[src/rtl/sweep_pkg.sv]
// Shared types and helpers for the exhaustive vector sweep sequencer.
package sweep_pkg;

    typedef enum logic [2:0] {IDLE, DRST, SETTLE, EMIT, FIN} sweep_state_e;

    localparam int unsigned CNT_W = 8;

    // Highest vector of an n_in-bit sweep.
    function automatic int unsigned last_vec(input int unsigned n_in);
        return (32'd1 << n_in) - 32'd1;
    endfunction

endpackage

[src/rtl/vector_sweep_ctrl_if.sv]
// Record stream from the sweep sequencer to the result logger.
interface vector_sweep_ctrl_if #(
    parameter int unsigned N_IN  = 4,
    parameter int unsigned N_OUT = 1
);
    logic             rec_valid;
    logic             rec_ready;
    logic [N_IN-1:0]  rec_vec;
    logic [N_OUT-1:0] rec_out;
    logic             rec_last;

    modport master (output rec_valid, rec_vec, rec_out, rec_last, input rec_ready);
    modport slave  (input rec_valid, rec_vec, rec_out, rec_last, output rec_ready);
endinterface

[src/rtl/sweep_timer.sv]
// Loadable down-counter timing both the DUT reset phase and the per-vector settle phase.
module sweep_timer
    import sweep_pkg::CNT_W;
(
    input  logic             clk,
    input  logic             rst_n,
    input  logic             load,
    input  logic [CNT_W-1:0] load_val,
    output logic             expire_c
);
    logic [CNT_W-1:0] cnt;

    always_ff @(posedge clk or negedge rst_n) begin
        if (!rst_n)            cnt <= '0;
        else if (load)         cnt <= load_val;
        else if (cnt != '0)    cnt <= cnt - CNT_W'(1);
    end

    assign expire_c = (cnt == '0);
endmodule

[src/rtl/vector_sweep_ctrl.sv]
// Sweeps every N_IN-bit vector into a DUT after resetting it, and streams {vector, response} records.
module vector_sweep_ctrl
    import sweep_pkg::sweep_state_e;
    import sweep_pkg::CNT_W;
    import sweep_pkg::last_vec;
#(
    parameter int unsigned N_IN    = 4,
    parameter int unsigned N_OUT   = 1,
    parameter int unsigned SETTLE  = 2,
    parameter int unsigned RST_CYC = 1
) (
    input  logic               CK,
    input  logic               reset,
    input  logic               start,
    input  logic               abort,
    output logic               busy,
    output logic               done,
    output logic               dut_rst,
    output logic [N_IN-1:0]    dut_in,
    input  logic [N_OUT-1:0]   dut_out,
    vector_sweep_ctrl_if.master rec
);
    // One spare bit so the last vector never aliases to zero.
    localparam int unsigned     VW        = N_IN + 1;
    localparam logic [VW-1:0]   LAST      = VW'(last_vec(N_IN));
    localparam logic [CNT_W-1:0] SETTLE_LD = CNT_W'(SETTLE - 1);
    localparam logic [CNT_W-1:0] RST_LD    = CNT_W'(RST_CYC - 1);

    sweep_state_e     state, state_n;
    logic [VW-1:0]    vec, vec_n;
    logic [N_IN-1:0]  dut_in_n;
    logic             rec_valid;
    logic [N_IN-1:0]  rec_vec, rec_vec_n;
    logic [N_OUT-1:0] rec_out, rec_out_n;
    logic             rec_last, rec_last_n;
    logic             load, expire_c, aborting_c;
    logic [CNT_W-1:0] load_val;

    sweep_timer u_timer (
        .clk      (CK),
        .rst_n    (reset),
        .load     (load),
        .load_val (load_val),
        .expire_c (expire_c)
    );

    assign aborting_c = abort && (state != sweep_pkg::IDLE);

    // Next state, capture and timer control.
    always_comb begin
        state_n    = state;
        vec_n      = vec;
        rec_vec_n  = rec_vec;
        rec_out_n  = rec_out;
        rec_last_n = rec_last;
        load       = 1'b0;
        load_val   = '0;
        dut_in_n   = dut_in;
        case (state)
            sweep_pkg::IDLE: begin
                if (start && !abort) begin
                    state_n  = sweep_pkg::DRST;
                    vec_n    = '0;
                    load     = 1'b1;
                    load_val = RST_LD;
                end
            end
            sweep_pkg::DRST: begin
                if (expire_c) begin
                    state_n  = sweep_pkg::SETTLE;
                    load     = 1'b1;
                    load_val = SETTLE_LD;
                end
            end
            sweep_pkg::SETTLE: begin
                if (expire_c) begin
                    state_n    = sweep_pkg::EMIT;
                    rec_vec_n  = vec[N_IN-1:0];
                    rec_out_n  = dut_out;
                    rec_last_n = (vec == LAST);
                end
            end
            sweep_pkg::EMIT: begin
                if (rec.rec_ready) begin
                    if (rec_last) begin
                        state_n = sweep_pkg::FIN;
                    end else begin
                        state_n  = sweep_pkg::SETTLE;
                        vec_n    = vec + VW'(1);
                        load     = 1'b1;
                        load_val = SETTLE_LD;
                    end
                end
            end
            sweep_pkg::FIN: state_n = sweep_pkg::IDLE;
            default:        state_n = sweep_pkg::IDLE;
        endcase
        if (aborting_c) state_n = sweep_pkg::IDLE;

        // Stimulus follows the state being entered; FIN/IDLE keep the last vector.
        case (state_n)
            sweep_pkg::DRST:                     dut_in_n = '0;
            sweep_pkg::SETTLE, sweep_pkg::EMIT:  dut_in_n = vec_n[N_IN-1:0];
            default:                             dut_in_n = dut_in;
        endcase
        if (aborting_c) dut_in_n = '0;
    end

    always_ff @(posedge CK or negedge reset) begin
        if (!reset) begin
            state     <= sweep_pkg::IDLE;
            vec       <= '0;
            busy      <= 1'b0;
            done      <= 1'b0;
            dut_rst   <= 1'b0;
            dut_in    <= '0;
            rec_valid <= 1'b0;
            rec_vec   <= '0;
            rec_out   <= '0;
            rec_last  <= 1'b0;
        end else begin
            state     <= state_n;
            vec       <= vec_n;
            busy      <= (state_n != sweep_pkg::IDLE);
            done      <= (state_n == sweep_pkg::FIN);
            dut_rst   <= (state_n == sweep_pkg::DRST);
            dut_in    <= dut_in_n;
            rec_valid <= (state_n == sweep_pkg::EMIT);
            rec_vec   <= rec_vec_n;
            rec_out   <= rec_out_n;
            rec_last  <= rec_last_n;
        end
    end

    assign rec.rec_valid = rec_valid;
    assign rec.rec_vec   = rec_vec;
    assign rec.rec_out   = rec_out;
    assign rec.rec_last  = rec_last;
endmodule

[src/flat_wrapper.sv]
// flat-port wrapper written by rule: the top's interface ports become plain ports
module vector_sweep_ctrl_flat import sweep_pkg::sweep_state_e; import sweep_pkg::CNT_W; import sweep_pkg::last_vec;
#(
    parameter int unsigned N_IN    = 4,
    parameter int unsigned N_OUT   = 1,
    parameter int unsigned SETTLE  = 2,
    parameter int unsigned RST_CYC = 1
)
  (CK, reset, start, abort, busy, done, dut_rst, dut_in, dut_out, rec_rec_valid, rec_rec_vec, rec_rec_out, rec_rec_last, rec_rec_ready);
  vector_sweep_ctrl_if #(.N_IN(N_IN), .N_OUT(N_OUT)) rec_i ();
  input  logic CK;
  input  logic reset;
  input  logic start;
  input  logic abort;
  output logic busy;
  output logic done;
  output logic dut_rst;
  output logic [N_IN-1:0] dut_in;
  input  logic [N_OUT-1:0] dut_out;
  output wire logic [$bits(rec_i.rec_valid)-1:0] rec_rec_valid;
  output wire logic [$bits(rec_i.rec_vec)-1:0] rec_rec_vec;
  output wire logic [$bits(rec_i.rec_out)-1:0] rec_rec_out;
  output wire logic [$bits(rec_i.rec_last)-1:0] rec_rec_last;
  input wire logic [$bits(rec_i.rec_ready)-1:0] rec_rec_ready;
  assign rec_rec_valid = rec_i.rec_valid;
  assign rec_rec_vec = rec_i.rec_vec;
  assign rec_rec_out = rec_i.rec_out;
  assign rec_rec_last = rec_i.rec_last;
  assign rec_i.rec_ready = rec_rec_ready;
  vector_sweep_ctrl #(.N_IN(N_IN), .N_OUT(N_OUT), .SETTLE(SETTLE), .RST_CYC(RST_CYC)) u_core (.CK(CK), .reset(reset), .start(start), .abort(abort), .busy(busy), .done(done), .dut_rst(dut_rst), .dut_in(dut_in), .dut_out(dut_out), .rec(rec_i));
endmodule
[config.mk]
export PLATFORM = sky130hd
export DESIGN_NAME = vector_sweep_ctrl_flat
export DESIGN_NICKNAME = d
export VERILOG_FILES = /design/src/rtl/sweep_pkg.sv /design/src/rtl/vector_sweep_ctrl_if.sv /design/src/rtl/sweep_timer.sv /design/src/rtl/vector_sweep_ctrl.sv /design/src/flat_wrapper.sv
export SDC_FILE = /design/constraint.sdc
export NUM_CORES = 1
export LEC_CHECK = 0
export BUFFER_PORTS_ARGS = -buffer_cell sky130_fd_sc_hd__buf_4
export CAP_MARGIN = 20
export CORE_MARGIN = 2
export CORE_UTILIZATION = 55
export DETAILED_ROUTE_END_ITERATION = 6
export HOLD_SLACK_MARGIN = 0.06
export PLACE_DENSITY = 0.77
export SLEW_MARGIN = 10
export SYNTH_ARGS = -nofsm -noshare
export SYNTH_HDL_FRONTEND = slang
export SYNTH_SLANG_ARGS = --single-unit
[constraint.sdc]
create_clock -name CK -period 2.4 [get_ports CK]
set_input_delay 0.48 -clock CK [delete_from_list [all_inputs] [get_ports CK]]
set_output_delay 0.48 -clock CK [all_outputs]
set_load 0.01 [all_outputs]
==> flow_summary.html <==
<table>
<tr><th>Metric</th><th>Value</th></tr>
<tr><th colspan="2">Run status</th></tr>
<tr><td>Run status</td><td>complete, no violations</td></tr>
<tr><th colspan="2">Clocking</th></tr>
<tr><td>Clock root buffer</td><td>clkbuf_4</td></tr>
<tr><td>Clock-pin slew on the worst setup and hold paths</td><td>80 ps</td></tr>
<tr><td>Total number of H-tree levels</td><td>2</td></tr>
<tr><td>Total clock sinks</td><td>30</td></tr>
<tr><td>Clock buffers created by TritonCTS</td><td>5</td></tr>
<tr><td>Total of hold buffers inserted after clock tree synthesis</td><td>0</td></tr>
<tr><td>Clk_lat worst skew</td><td>approximately 330 ps</td></tr>
<tr><td>TritonCTS clock tree</td><td>built</td></tr>
<tr><td>Buffer levels on the longest clock path</td><td>2</td></tr>
<tr><td>Setup fix buffers added after clock tree synthesis</td><td>0</td></tr>
<tr><td>Cells resized by post-CTS repair</td><td>0</td></tr>
<tr><th colspan="2">Global route</th></tr>
<tr><td>Global-route wire length before repair</td><td>around 5000 µm</td></tr>
<tr><td>Number of antenna violations at the first check in global routing</td><td>0</td></tr>
<tr><td>Global route overflow</td><td>0</td></tr>
<tr><td>Maximum number of pins on one net before global-route repair</td><td>31</td></tr>
<tr><td>Total global routing track utilization</td><td>between 20% and 30%</td></tr>
<tr><td>Vias in the first global route</td><td>1100</td></tr>
<tr><th colspan="2">Detailed routing</th></tr>
<tr><td>Average wire per cell in the routed design</td><td>between 10 and 15 µm</td></tr>
<tr><td>Final WL</td><td>between 2000 and 3000 µm</td></tr>
<tr><td>DR DRC count</td><td>0</td></tr>
<tr><td>Antenna Violating Nets Remaining</td><td>0</td></tr>
<tr><td>Drt via density</td><td>roughly 5.7</td></tr>
<tr><td>Detailed-route via count</td><td>between 1000 and 1500</td></tr>
<tr><td>Starting DRC count in detailed routing</td><td>32</td></tr>
<tr><td>Pre-antenna DRT Iters</td><td>4</td></tr>
<tr><th colspan="2">Yosys</th></tr>
<tr><td>Register area share after synthesis</td><td>around half</td></tr>
<tr><td>Synth warnings</td><td>0</td></tr>
<tr><td>Seq cells post-synth</td><td>30</td></tr>
<tr><td>Cell types with the largest area share after synthesis</td><td>dfrtp_1, mux2_4, nand2_1, nor2_1, ha_1</td></tr>
<tr><td>Most frequently used flop master after synthesis</td><td>dfrtp_1</td></tr>
<tr><td>Async set-or-reset flop fraction in the synthesized netlist</td><td>100%</td></tr>
<tr><td>Top cell type by total area after synthesis</td><td>dfrtp_1</td></tr>
<tr><td>Netlist area before placement</td><td>between 1500 and 2000 µm²</td></tr>
<tr><td>Syn Nets</td><td>145</td></tr>
<tr><td>Fraction of synthesized cell area taken by the top area cell type</td><td>approximately half</td></tr>
<tr><td>Count of flip-flops with a built-in enable after synthesis</td><td>0</td></tr>
<tr><td>Avg Cell Area, Syn</td><td>approximately 11 µm²</td></tr>
<tr><td>Cell count after synthesis</td><td>136</td></tr>
<tr><td>Synth unique cells</td><td>46</td></tr>
<tr><th colspan="2">Pwr</th></tr>
<tr><td>Combinational power share</td><td>about 40%</td></tr>
<tr><td>Largest voltage drop on the vdd net</td><td>roughly 0.81 mV</td></tr>
<tr><td>Net Sw Frac</td><td>a little under two fifths</td></tr>
<tr><td>Internal power consumption</td><td>1.06 mW</td></tr>
<tr><td>Pwr dens</td><td>between 900 and 1000 nW/µm²</td></tr>
<tr><td>Part of the power in registers</td><td>a little under half</td></tr>
<tr><td>Leakage power figure</td><td>0.806 nW</td></tr>
<tr><td>Switching pwr</td><td>0.631 mW</td></tr>
<tr><td>Proportion of power drawn by the clock network</td><td>15.7%</td></tr>
<tr><th colspan="2">Place</th></tr>
<tr><td>Final weighted congestion of routability-driven global placement</td><td>0.841</td></tr>
<tr><td>Hpwl dp</td><td>roughly 2100 µm</td></tr>
<tr><td>Count of port buffers added during placement</td><td>19</td></tr>
<tr><th colspan="2">Floorplan</th></tr>
<tr><td>Top-level port count</td><td>20</td></tr>
<tr><td>Height of the die</td><td>~56 µm</td></tr>
<tr><td>Die area</td><td>3170 µm²</td></tr>
<tr><td>Area of the core region</td><td>2540 µm²</td></tr>
<tr><td>Horizontal die dimension</td><td>56.3 µm</td></tr>
<tr><td>Initial standard-cell utilization of the core</td><td>between 50% and 60%</td></tr>
<tr><td>Floorplan row count</td><td>18</td></tr>
<tr><th colspan="2">Final layout</th></tr>
<tr><td>Fraction of layout instances using a drive strength above 1</td><td>approximately 26%</td></tr>
<tr><td>Sequential cell area</td><td>about 750 µm²</td></tr>
<tr><td>Multi-input gate area</td><td>718 µm²</td></tr>
<tr><td>Area Overhead vs Synth</td><td>13.9%</td></tr>
<tr><td>Final #Nets</td><td>about 170</td></tr>
<tr><td>Layout Utilization</td><td>67.3%</td></tr>
<tr><td>Ant. Diodes</td><td>0</td></tr>
<tr><td>Filler cells</td><td>about 200</td></tr>
<tr><th colspan="2">STA</th></tr>
<tr><td>Worst slew margin</td><td>between 70% and 80%</td></tr>
<tr><td>Fin. Hold Viols</td><td>0</td></tr>
<tr><td>Final critical path time including I/O delays and setup</td><td>2070 ps</td></tr>
<tr><td>Aggregate negative setup slack</td><td>0 ps</td></tr>
<tr><td>Highest Clock Rate</td><td>just under 500 MHz</td></tr>
<tr><td>Final clock period utilization by the worst path</td><td>between 80% and 90%</td></tr>
<tr><td>Clock Skew</td><td>roughly 5.2 ps</td></tr>
<tr><td>Transition time of the tightest slew-check pin</td><td>around 430 ps</td></tr>
<tr><td>Setup repair after global routing missed its margin</td><td>false</td></tr>
<tr><td>Number of failing setup endpoints in the final timing report</td><td>0</td></tr>
<tr><td>Slew Limit Fails</td><td>0</td></tr>
<tr><th colspan="2">Worst setup path</th></tr>
<tr><td>Critical path depth in cells</td><td>6</td></tr>
<tr><td>Depth of the worst register-to-register path</td><td>6</td></tr>
<tr><td>Maximum cell stage delay along the critical path</td><td>around 450 ps</td></tr>
<tr><td>Cell-by-cell listing of the critical path</td><td>inv_1, ha_1, or3b_1, nor3_4, nand3_4, mux2_4</td></tr>
<tr><td>Critical path required time</td><td>~2600 ps</td></tr>
<tr><td>Critical Path Sink Type</td><td>register</td></tr>
<tr><td>Maximum net fanout on the critical path</td><td>6</td></tr>
<tr><td>Data arrival time of the critical path</td><td>2290 ps</td></tr>
<tr><td>Critical setup path kind</td><td>register to register</td></tr>
<tr><td>Crit path max-delay cell type</td><td>or3b_1</td></tr>
<tr><td>Critical path buffer and inverter count</td><td>1</td></tr>
<tr><td>Element type at the critical path start</td><td>register</td></tr>
<tr><td>Largest delay contributor family on the critical path</td><td>simple AND/OR/NAND/NOR gates</td></tr>
<tr><th colspan="2">Worst hold path</th></tr>
<tr><td>Type of the most critical hold path</td><td>input port to asynchronous set/reset pin</td></tr>
<tr><th colspan="2">Run</th></tr>
<tr><td>Count of maximum capacitance violations</td><td>0</td></tr>
</table>
==> layer usage <==
metal / GRT usage (%) / vias up / wire (µm)
li1: - / 527 / -
met1: 26.8 / 518 / 1300
met2: 32.3 / 18 / 1370
met3: 4.84 / 5 / 111
met4: 10.2 / 0 / 46
met5: 0 / - / 0
==> flip-flops by register name (all words and copies together) (netlist names), 3 cells and up <==
name and count:
u_core.dut_in 4, u_core.rec.rec_vec 4, u_core.state 3, u_core.u_timer.cnt 8
u_core.vec 5
==> cells in the mapped netlist (3+ instances only) <==
cell type   n
dfrtp_1    30
nand2_1    14
nor2_1     13
nor3_1      7
mux2_4      6
inv_1       4
nand3_1     4
o21ai_0     4
xor2_1      4
ha_1        3
nor3b_1     3
o21ai_1     3
xnor2_1     3
==> placed cells by master (no fill, tap or decap), types with 2 or more instances in the layout <==
cell and instances:
inv_1 4, xnor2_1 3, o21ai_0 4, clkbuf_1 2
buf_4 19, o2bb2ai_1 2, nand3b_1 2, ha_1 3
nor3b_1 3, o21ai_1 3, nand3_1 4, nor3_1 7
mux2_4 6, dfrtp_1 30, clkbuf_4 5, a31oi_1 2
nand2b_1 2, xor2_1 4, nor2_1 13, nand2_1 14
a21oi_1 2
==> kinds of logic (layout without fill, tap and decap cells) <==
logic type	count (synthesis)	in the layout	share of synthesized area, %
buf+inv	8	31	2.33
flops	30	30	49.9
simple gates	58	58	22.7
xor+xnor	7	7	4.08
mux	8	8	7.40
compound gates	22	22	11.1
fa+ha+maj	3	3	2.50
==> worst paths after layout <==
check | from | end | slack [ps]
worst max-delay path | u_core.u_timer.cnt[0] | u_core.rec.rec_vec[1] | 330
worst min-delay path | reset | u_core.rec.rec_last | 60
worst max register to register | u_core.u_timer.cnt[0] | u_core.rec.rec_vec[1] | 330
worst min register to register | u_core.vec[4] | u_core.vec[4] | 500
max in group asynchronous | reset | u_core.dut_in[0] | 2060
min in group CK | abort | u_core.done | 370
==> metrics by stage <==
stage	hold WS, ps	power, mW	setup WS, ps	area (µm²)	cells
finish	62.6	1.69	330	1710	189
global route	88.8	1.81	166	1710	189
CTS	66.1	1.70	313	1710	189
detailed placement	425	1.44	327	1670	182
global placement	420	1.41	424	1670	182
floorplan	184	1.26	513	1500	136
==> power groups by stage <==
| stage | clock (mW) | sequential [mW] | combinational [mW] |
|---|---|---|---|
| after CTS | 0.273 | 0.764 | 0.665 |
| final | 0.265 | 0.765 | 0.659 |
| after floorplan | 0 | 0.744 | 0.512 |
| after detailed placement | 0 | 0.775 | 0.662 |
| after global placement | 0 | 0.765 | 0.642 |
| after global routing | 0.293 | 0.783 | 0.730 |
==> area by class of cell <==
class | count | area share (%)
Clock buffer | 7 | 2.63
Inverter | 5 | 1.10
Multi-Input combinational cell | 98 | 41.9
Sequential cell | 30 | 43.8
Tap cell | 30 | 2.19
Timing Repair Buffer | 19 | 8.33
Power figures use the tool's default switching activity.
